**src/rtl/mult_col_accum.sv**
```systemverilog
// Product-scanning column accumulator: sums 2*RADIX-bit partial products per column,
// emits one RADIX-bit product word per column end, then the top carry word on completion.
module mult_col_accum #(
    parameter int RADIX = 32,
    parameter int GUARD = 8
) (
    input  logic                 clk,
    input  logic                 reset_n,
    input  logic                 zeroize,
    input  logic [2*RADIX-1:0]   p_i,
    input  logic                 p_valid_i,
    input  logic                 col_last_i,
    input  logic                 op_last_i,
    output logic                 ready_o,
    output logic [RADIX-1:0]     word_o,
    output logic                 word_valid_o,
    output logic                 done_o,
    output logic                 ovf_o
);

    localparam int AW = 2*RADIX + GUARD;

    typedef enum logic [1:0] {
        ACCUM = 2'd0,
        DRAIN = 2'd1,
        FLUSH = 2'd2
    } state_t;

    state_t               r_state;
    state_t               w_state_next;

    logic                 r_s1_valid;
    logic [2*RADIX-1:0]   r_s1_p;
    logic                 r_s1_col_last;
    logic                 r_s1_op_last;

    logic [AW-1:0]        r_acc;
    logic [RADIX-1:0]     r_word;
    logic                 r_word_valid;
    logic                 r_done;
    logic                 r_ovf;
    logic                 r_new_op;

    logic                 w_accept;
    logic [AW:0]          w_sum_ext;
    logic [AW-1:0]        w_sum;
    logic                 w_carry;
    logic                 w_col_end;
    logic                 w_hi_nz;

    logic [AW-1:0]        w_acc_next;
    logic [RADIX-1:0]     w_word_next;
    logic                 w_word_valid_next;
    logic                 w_done_next;
    logic                 w_ovf_next;
    logic                 w_new_op_next;

    // Ready stays low through the done cycle so the next operation starts cleanly.
    assign ready_o      = (r_state == ACCUM) && !r_done;
    assign word_o       = r_word;
    assign word_valid_o = r_word_valid;
    assign done_o       = r_done;
    assign ovf_o        = r_ovf;

    assign w_accept  = p_valid_i && ready_o;
    assign w_sum_ext = {1'b0, r_acc} + {{(GUARD+1){1'b0}}, r_s1_p};
    assign w_sum     = w_sum_ext[AW-1:0];
    assign w_carry   = w_sum_ext[AW];
    assign w_col_end = r_s1_col_last || r_s1_op_last;
    assign w_hi_nz   = |r_acc[AW-1:RADIX];

    always_comb begin
        w_state_next = r_state;
        case (r_state)
            ACCUM:   if (w_accept && op_last_i) w_state_next = DRAIN;
            DRAIN:   if (r_s1_valid && r_s1_op_last) w_state_next = FLUSH;
            FLUSH:   w_state_next = ACCUM;
            default: w_state_next = ACCUM;
        endcase
    end

    always_comb begin
        w_acc_next        = r_acc;
        w_word_next       = r_word;
        w_word_valid_next = 1'b0;
        w_done_next       = 1'b0;
        w_ovf_next        = r_ovf;
        w_new_op_next     = r_new_op;

        // The sticky flag survives done_o and is cleared by the next operation's first input.
        if (w_accept && r_new_op) begin
            w_ovf_next    = 1'b0;
            w_new_op_next = 1'b0;
        end

        if (r_state == FLUSH) begin
            w_word_next       = r_acc[RADIX-1:0];
            w_word_valid_next = 1'b1;
            w_done_next       = 1'b1;
            w_acc_next        = '0;
            w_new_op_next     = 1'b1;
            if (w_hi_nz) w_ovf_next = 1'b1;
        end else if (r_s1_valid) begin
            if (w_carry) w_ovf_next = 1'b1;
            if (w_col_end) begin
                w_word_next       = w_sum[RADIX-1:0];
                w_word_valid_next = 1'b1;
                w_acc_next        = w_sum >> RADIX;
            end else begin
                w_acc_next        = w_sum;
            end
        end
    end

    always_ff @(posedge clk or negedge reset_n) begin
        if (!reset_n) begin
            r_state       <= ACCUM;
            r_s1_valid    <= 1'b0;
            r_s1_p        <= '0;
            r_s1_col_last <= 1'b0;
            r_s1_op_last  <= 1'b0;
            r_acc         <= '0;
            r_word        <= '0;
            r_word_valid  <= 1'b0;
            r_done        <= 1'b0;
            r_ovf         <= 1'b0;
            r_new_op      <= 1'b1;
        end else if (zeroize) begin
            r_state       <= ACCUM;
            r_s1_valid    <= 1'b0;
            r_s1_p        <= '0;
            r_s1_col_last <= 1'b0;
            r_s1_op_last  <= 1'b0;
            r_acc         <= '0;
            r_word        <= '0;
            r_word_valid  <= 1'b0;
            r_done        <= 1'b0;
            r_ovf         <= 1'b0;
            r_new_op      <= 1'b1;
        end else begin
            r_state       <= w_state_next;
            r_s1_valid    <= w_accept;
            if (w_accept) begin
                r_s1_p        <= p_i;
                r_s1_col_last <= col_last_i;
                r_s1_op_last  <= op_last_i;
            end
            r_acc         <= w_acc_next;
            r_word        <= w_word_next;
            r_word_valid  <= w_word_valid_next;
            r_done        <= w_done_next;
            r_ovf         <= w_ovf_next;
            r_new_op      <= w_new_op_next;
        end
    end

endmodule

```
**config.mk**
```make
export PLATFORM = sky130hd
export DESIGN_NAME = mult_col_accum
export DESIGN_NICKNAME = d
export VERILOG_FILES = /design/src/rtl/mult_col_accum.sv
export SDC_FILE = /design/constraint.sdc
export NUM_CORES = 1
export LEC_CHECK = 0
export BUFFER_PORTS_ARGS = -buffer_cell sky130_fd_sc_hd__buf_2
export CAP_MARGIN = 10
export CORE_MARGIN = 2
export CORE_UTILIZATION = 61
export CTS_CLUSTER_DIAMETER = 40
export DETAILED_ROUTE_END_ITERATION = 10
export GPL_ROUTABILITY_DRIVEN = 0
export MAX_ROUTING_LAYER = met4
export PLACE_DENSITY = 0.79
export REMOVE_ABC_BUFFERS = 1
export SKIP_LAST_GASP = 1
export SYNTH_ARGS = -nofsm -noshare
export SYNTH_HDL_FRONTEND = slang
export SYNTH_SLANG_ARGS = --single-unit
```
**constraint.sdc**
```tcl
create_clock -name clk -period 3.49 [get_ports clk]
set_input_delay 0.1745 -clock clk [delete_from_list [all_inputs] [get_ports clk]]
set_output_delay 0.1745 -clock clk [all_outputs]
set_load 0.02 [all_outputs]
```
Word level (Yosys, flattened, before mapping). Cells that the tools add are included.

Eq/ne operators: 4. Muxes and demuxes: 34. Reductions and logical operators: 15. Add/subtract/negate cells: 1.

Operators by type and width (number): $mux 72 (4); $mux 32 (4); $mux 64 (2); $add 72x64->73 (1); $reduce_or 40->1 (1); $mux 1 (20); $reduce_bool 3->1 (3); $mux 2 (3); $logic_and 1x1->1 (5); $pmux 2 s2 (1); $reduce_and 2->1 (2); $ne 3x2->1 const B (1); $ne 3x3->1 const B (1); $eq 2x1->1 const B (1); $eq 2x2->1 const B (1); $logic_not 2->1 (1); $reduce_bool 2->1 (1); $logic_not 1->1 (1); $logic_or 1x1->1 (1).

Word-level logic and storage cells: 65. Output and inout port bits: 36. Input port bits: 70. Bits in registers: 177.

Longest topological paths before layout.
Depth after elaboration: 9. Mapped depth: 12. Depth with buffers taken out: 12.

Least setup slack after synthesis. No wires, ideal clock.

Path kind: flip-flop to flip-flop. Start point: register r_acc[32]. End point: register r_acc[71]. Path slack: 364 ps. Arrival: 3057 ps. Clock period less this slack: 3126 ps. Library setup time: 69 ps. Stages on the path, launching flop included: 12. Path buffers: 1. Data required time: 3421 ps. Path through: dfrtp_1 > ha_1 > buf_2 > nand4_1 > or4_4 > or3_1 > o2111ai_2 > and4_4 > o21ai_4 > or3_4 > or3_1 > nand3_1.

Longest elaborated chain between the ends: 5.

RTL lines: start, declared (line 37) `logic [AW-1:0] r_acc;`; start signal, assigned (line 148) `r_acc <= w_acc_next;`; $add 72x64->73 (line 66) `assign w_sum_ext = {1'b0, r_acc} + {{(GUARD+1){1'b0}}, r_s1_p};`; $mux 72 (line 105) `if (w_col_end) begin`; $mux 72 (line 103) `end else if (r_s1_valid) begin`; $mux 72 (line 96) `if (r_state == FLUSH) begin`; $mux 72 (line 128) `end else if (zeroize) begin`.

Every way passes these cells. The select of a mux whose other input is x is not followed. A chain may end at the register's enable or synchronous reset.

Final worst setup path.
Start point: register r_s1_p[1]. End point: register r_acc[9].

Longest elaborated chain between the ends: 5.

RTL lines: start, declared (line 33) `logic [2*RADIX-1:0] r_s1_p;`; start signal, assigned (line 144) `r_s1_p <= p_i;`; $add 72x64->73 (line 66); $mux 72 (line 105); $mux 72 (line 103); $mux 72 (line 96); $mux 72 (line 128).

Every way passes these cells. The select of a mux whose other input is x is not followed.

==> key figures <==
Outcome
  • Status: finished clean

Logic synthesis
  • Prevailing post-synth register cell: dfrtp_1
  • Synth Warn #: 0
  • Synth Register Bits: approximately 180
  • Synthesized area: approximately 11,000 um2
  • Post-synth ARST share: 1.00
  • EDFF count, synth: 0
  • Top cells by area, synth: dfrtp_1 38%, nand2_1 8.9%, a21oi_1 7.7%, ha_1 7.0%, o21ai_0 4.2%
  • Top-area cell type share of the netlist area: 0.385
  • Leading area contributor after synthesis: dfrtp_1
  • Mapped Cells: between 1k and 1.5k
  • Distinct cell type count after synthesis: 70
  • Seq/Total Area, Yosys: 0.387
  • Synthesized area per cell: between 8 and 9 um2

Worst hold path
  • Path type of the worst min-delay path: input port to register
  • Hold Path End: r_s1_p[33]
  • Hold path depth: 3
  • Hold path startpoint: p_i[33]

Global routing
  • First-pass GRT wire length: 57,700 um
  • Largest net degree at the start of global routing: 72
  • GR Overflow Total: 0
  • Vias in the first global route: between 10k and 15k
  • Gr usage total: 0.378
  • Antenna violations before repair: 0

Clock tree
  • H-tree depth: 4
  • Clk_lat worst skew: around 450 ps
  • Reg clk slew, reported paths: 70 ps
  • Num CTS Buffers: 17
  • CTS tree: yes
  • Bufs on Longest Clock Path: 2
  • Root Driver: clkbuf_16
  • CTS sink cnt: approximately 180

Critical path
  • CP Capture Type: register
  • FF-to-FF setup slack: 40 ps
  • Worst R2R Start: r_s1_p[1]
  • Critical Path Start Type: register
  • Crit path max fanout: 3
  • WP data required: about 3900 ps
  • Setup Crit Path Kind: register to register
  • FF-to-FF path depth: 11
  • Critical R2R Capture: r_acc[9]
  • WP data arrival: between 3000 and 4000 ps

Placed design
  • Hpwl dp: 25,100 um
  • Port Buf Inserts: between 100 and 150
  • Place WS: 31.9 ps
  • Post-DP Area: about 12,000 um2

Floorplan
  • Area of the core: 18,600 um2
  • Rows: 50
  • Die extent in x: roughly 140 um
  • Starting density of the core: 0.616
  • Die area: about 20,000 um2
  • Die height: approximately 140 um
  • Io pins: ~110

Timing
  • Clk_skew: 8.61 ps
  • Setup TNS: 0 ps
  • Setup-failing EPs final: 0
  • Slew @ Worst Pin: a little under 900 ps
  • Final Slew Violations: 0
  • Post-route setup slack: 39.7 ps
  • Final Hold Vio Count: 0
  • Final Cycle Share: 0.989
  • Max Fclk: 290 MHz
  • Min Tclk post-route: between 3000 and 4000 ps
  • RSZ-0062 raised after global routing: true
  • Hold Slack: roughly 11 ps
  • Slew HR: 0.409

Finish
  • Layout cells sized above 1: 0.140
  • # fillers: about 1.4k
  • Core Util, Final: 0.735
  • N_diodes: 0
  • Layout Nets: around 1.7k
  • Area Overhead vs Synth: 19.4%
  • Final non-filler cell area: 13,700 um2

Drt
  • Post-DR vias/cell: around 6.5
  • Vias: between 10k and 15k
  • Iteration count of the initial detailed-routing pass: 6
  • Antenna Nets Post-Route: 0
  • Wire per inst: 20.0 um
  • DR iter-0 viols: 1,311
  • DRC viols: 0
  • Routed WL: between 30,000 and 40,000 um

Power
  • PD cells: between 300 and 400 nW/um2
  • Leak Pwr: 6.40 nW
  • Worst vdd ir: 0.000358 V

Job
  • Max-capacitance violation count: 0
what timing repair did:
| item | 4_1_cts | 5_1_grt |
|---|---|---|
| cloned | 0 | 0 |
| resized for setup | 1 | 12 |
| hold buffers | 64 | 0 |
| setup buffers | 0 | 1 |
| pin swaps | 0 | 3 |
| setup endpoints to repair | 1 | 34 |
| hold endpoints to repair | 131 | 0 |
per-layer routing:
metal  vias to the layer above  routed length [um]  GRT usage
met4                         0                1390      0.157
li1                       5306                   -          -
met1                      5519               14300      0.490
met3                       122                3200     0.0554
met5                         -                   0          -
met2                       684               17000      0.602
final cells by class:
class                      count  area [um2]  area share
timing repair buffer         222        1570       0.115
clock buffer                  21         480      0.0352
multi-input combinational   1110        6670       0.489
sequential                   177        4430       0.324
clock inverter                11         128     0.00934
inverter                      22        82.6     0.00605
tap                          234         293      0.0214
cell usage after synthesis (8+ instances only):
| cell | n |
|---|---|
| a211oi_1 | 18 |
| a21o_1 | 32 |
| a21oi_1 | 177 |
| a22o_1 | 22 |
| a311oi_1 | 15 |
| a31oi_1 | 16 |
| clkbuf_1 | 76 |
| dfrtp_1 | 176 |
| ha_1 | 64 |
| inv_1 | 22 |
| mux2i_1 | 11 |
| nand2_1 | 270 |
| nand2b_1 | 9 |
| nand3_1 | 24 |
| nand4_1 | 18 |
| nor2_1 | 107 |
| nor3_1 | 15 |
| nor4_1 | 13 |
| o211ai_1 | 18 |
| o21a_1 | 9 |
| o21ai_0 | 96 |
| o21bai_1 | 20 |
| o31ai_1 | 8 |
| xnor2_1 | 47 |
| xor2_1 | 17 |
where the power goes:
part           switching, W  total [W]  internal [W]
Clock              0.000864    0.00200       0.00113
Combinational      0.000542   0.000868      0.000326
Sequential        0.0000776    0.00222       0.00214
worst max path at each step:
| stage | start | to | depth (start not counted) |
|---|---|---|---|
| 2_1_floorplan | r_state[0] | r_acc[21] | 5 |
| 3_3_place_gp | r_s1_p[1] | r_acc[29] | 11 |
| 3_5_place_dp | r_acc[0] | r_acc[60] | 12 |
| 4_1_cts | r_s1_p[0] | r_acc[60] | 12 |
| 5_1_grt | r_acc[13] | r_acc[71] | 11 |
| 6_report | r_s1_p[1] | r_acc[9] | 11 |
logic make-up (layout without fill, tap and decap cells):
kind of cell | after synthesis | in the layout | share of synthesized area
adders and majority gates | 65 | 65 | 0.0717
and+or+nand+nor | 493 | 493 | 0.185
buffers and inverters | 105 | 276 | 0.0357
xor gates and xnor gates | 64 | 64 | 0.0490
DFF | 177 | 177 | 0.387
AOI/OAI and AO/OA | 476 | 476 | 0.260
muxes | 12 | 12 | 0.0106
metrics by stage:
stage | instances | total power, W
2_1_floorplan | 1309 | 0.00270
3_3_place_gp | 1700 | 0.00301
3_5_place_dp | 1700 | 0.00303
4_1_cts | 1796 | 0.00506
5_1_grt | 1797 | 0.00526
6_report | 1797 | 0.00508
placed cells by master, fill, tap and decap left out, types with 18 or more instances in the layout:
cell	count
nand2_1	269
a21oi_1	177
dfrtp_1	176
nor2_1	105
buf_2	103
o21ai_0	93
dlygate4sd3_1	64
ha_1	63
buf_4	54
xnor2_1	45
a21o_1	32
nand3_1	24
inv_1	22
a22o_1	22
o21bai_1	20
nand4_1	18
o211ai_1	18
flip-flops by register name, indices dropped and copies added, names as in the netlist:
| name | cells |
|---|---|
| ovf_o | 1 |
| r_acc | 72 |
| r_s1_p | 64 |
| word_valid_o | 1 |
| r_state | 2 |
| r_s1_col_last | 1 |
| r_s1_valid | 1 |
| r_new_op | 1 |
| r_s1_op_last | 1 |
| word_o | 32 |
| done_o | 1 |
worst max-delay path: stages, from the launching register on:
cell and delay [ps]:
dfrtp_1 420, ha_1 330, a211oi_1 220, o21bai_1 130
o21ai_1 350, o21ai_1 250, a21o_1 260, a311oi_1 510
o21ai_0 210, xnor2_1 380, nor2_1 110, nor3_1 170
(Power assumes the default switching activity.)
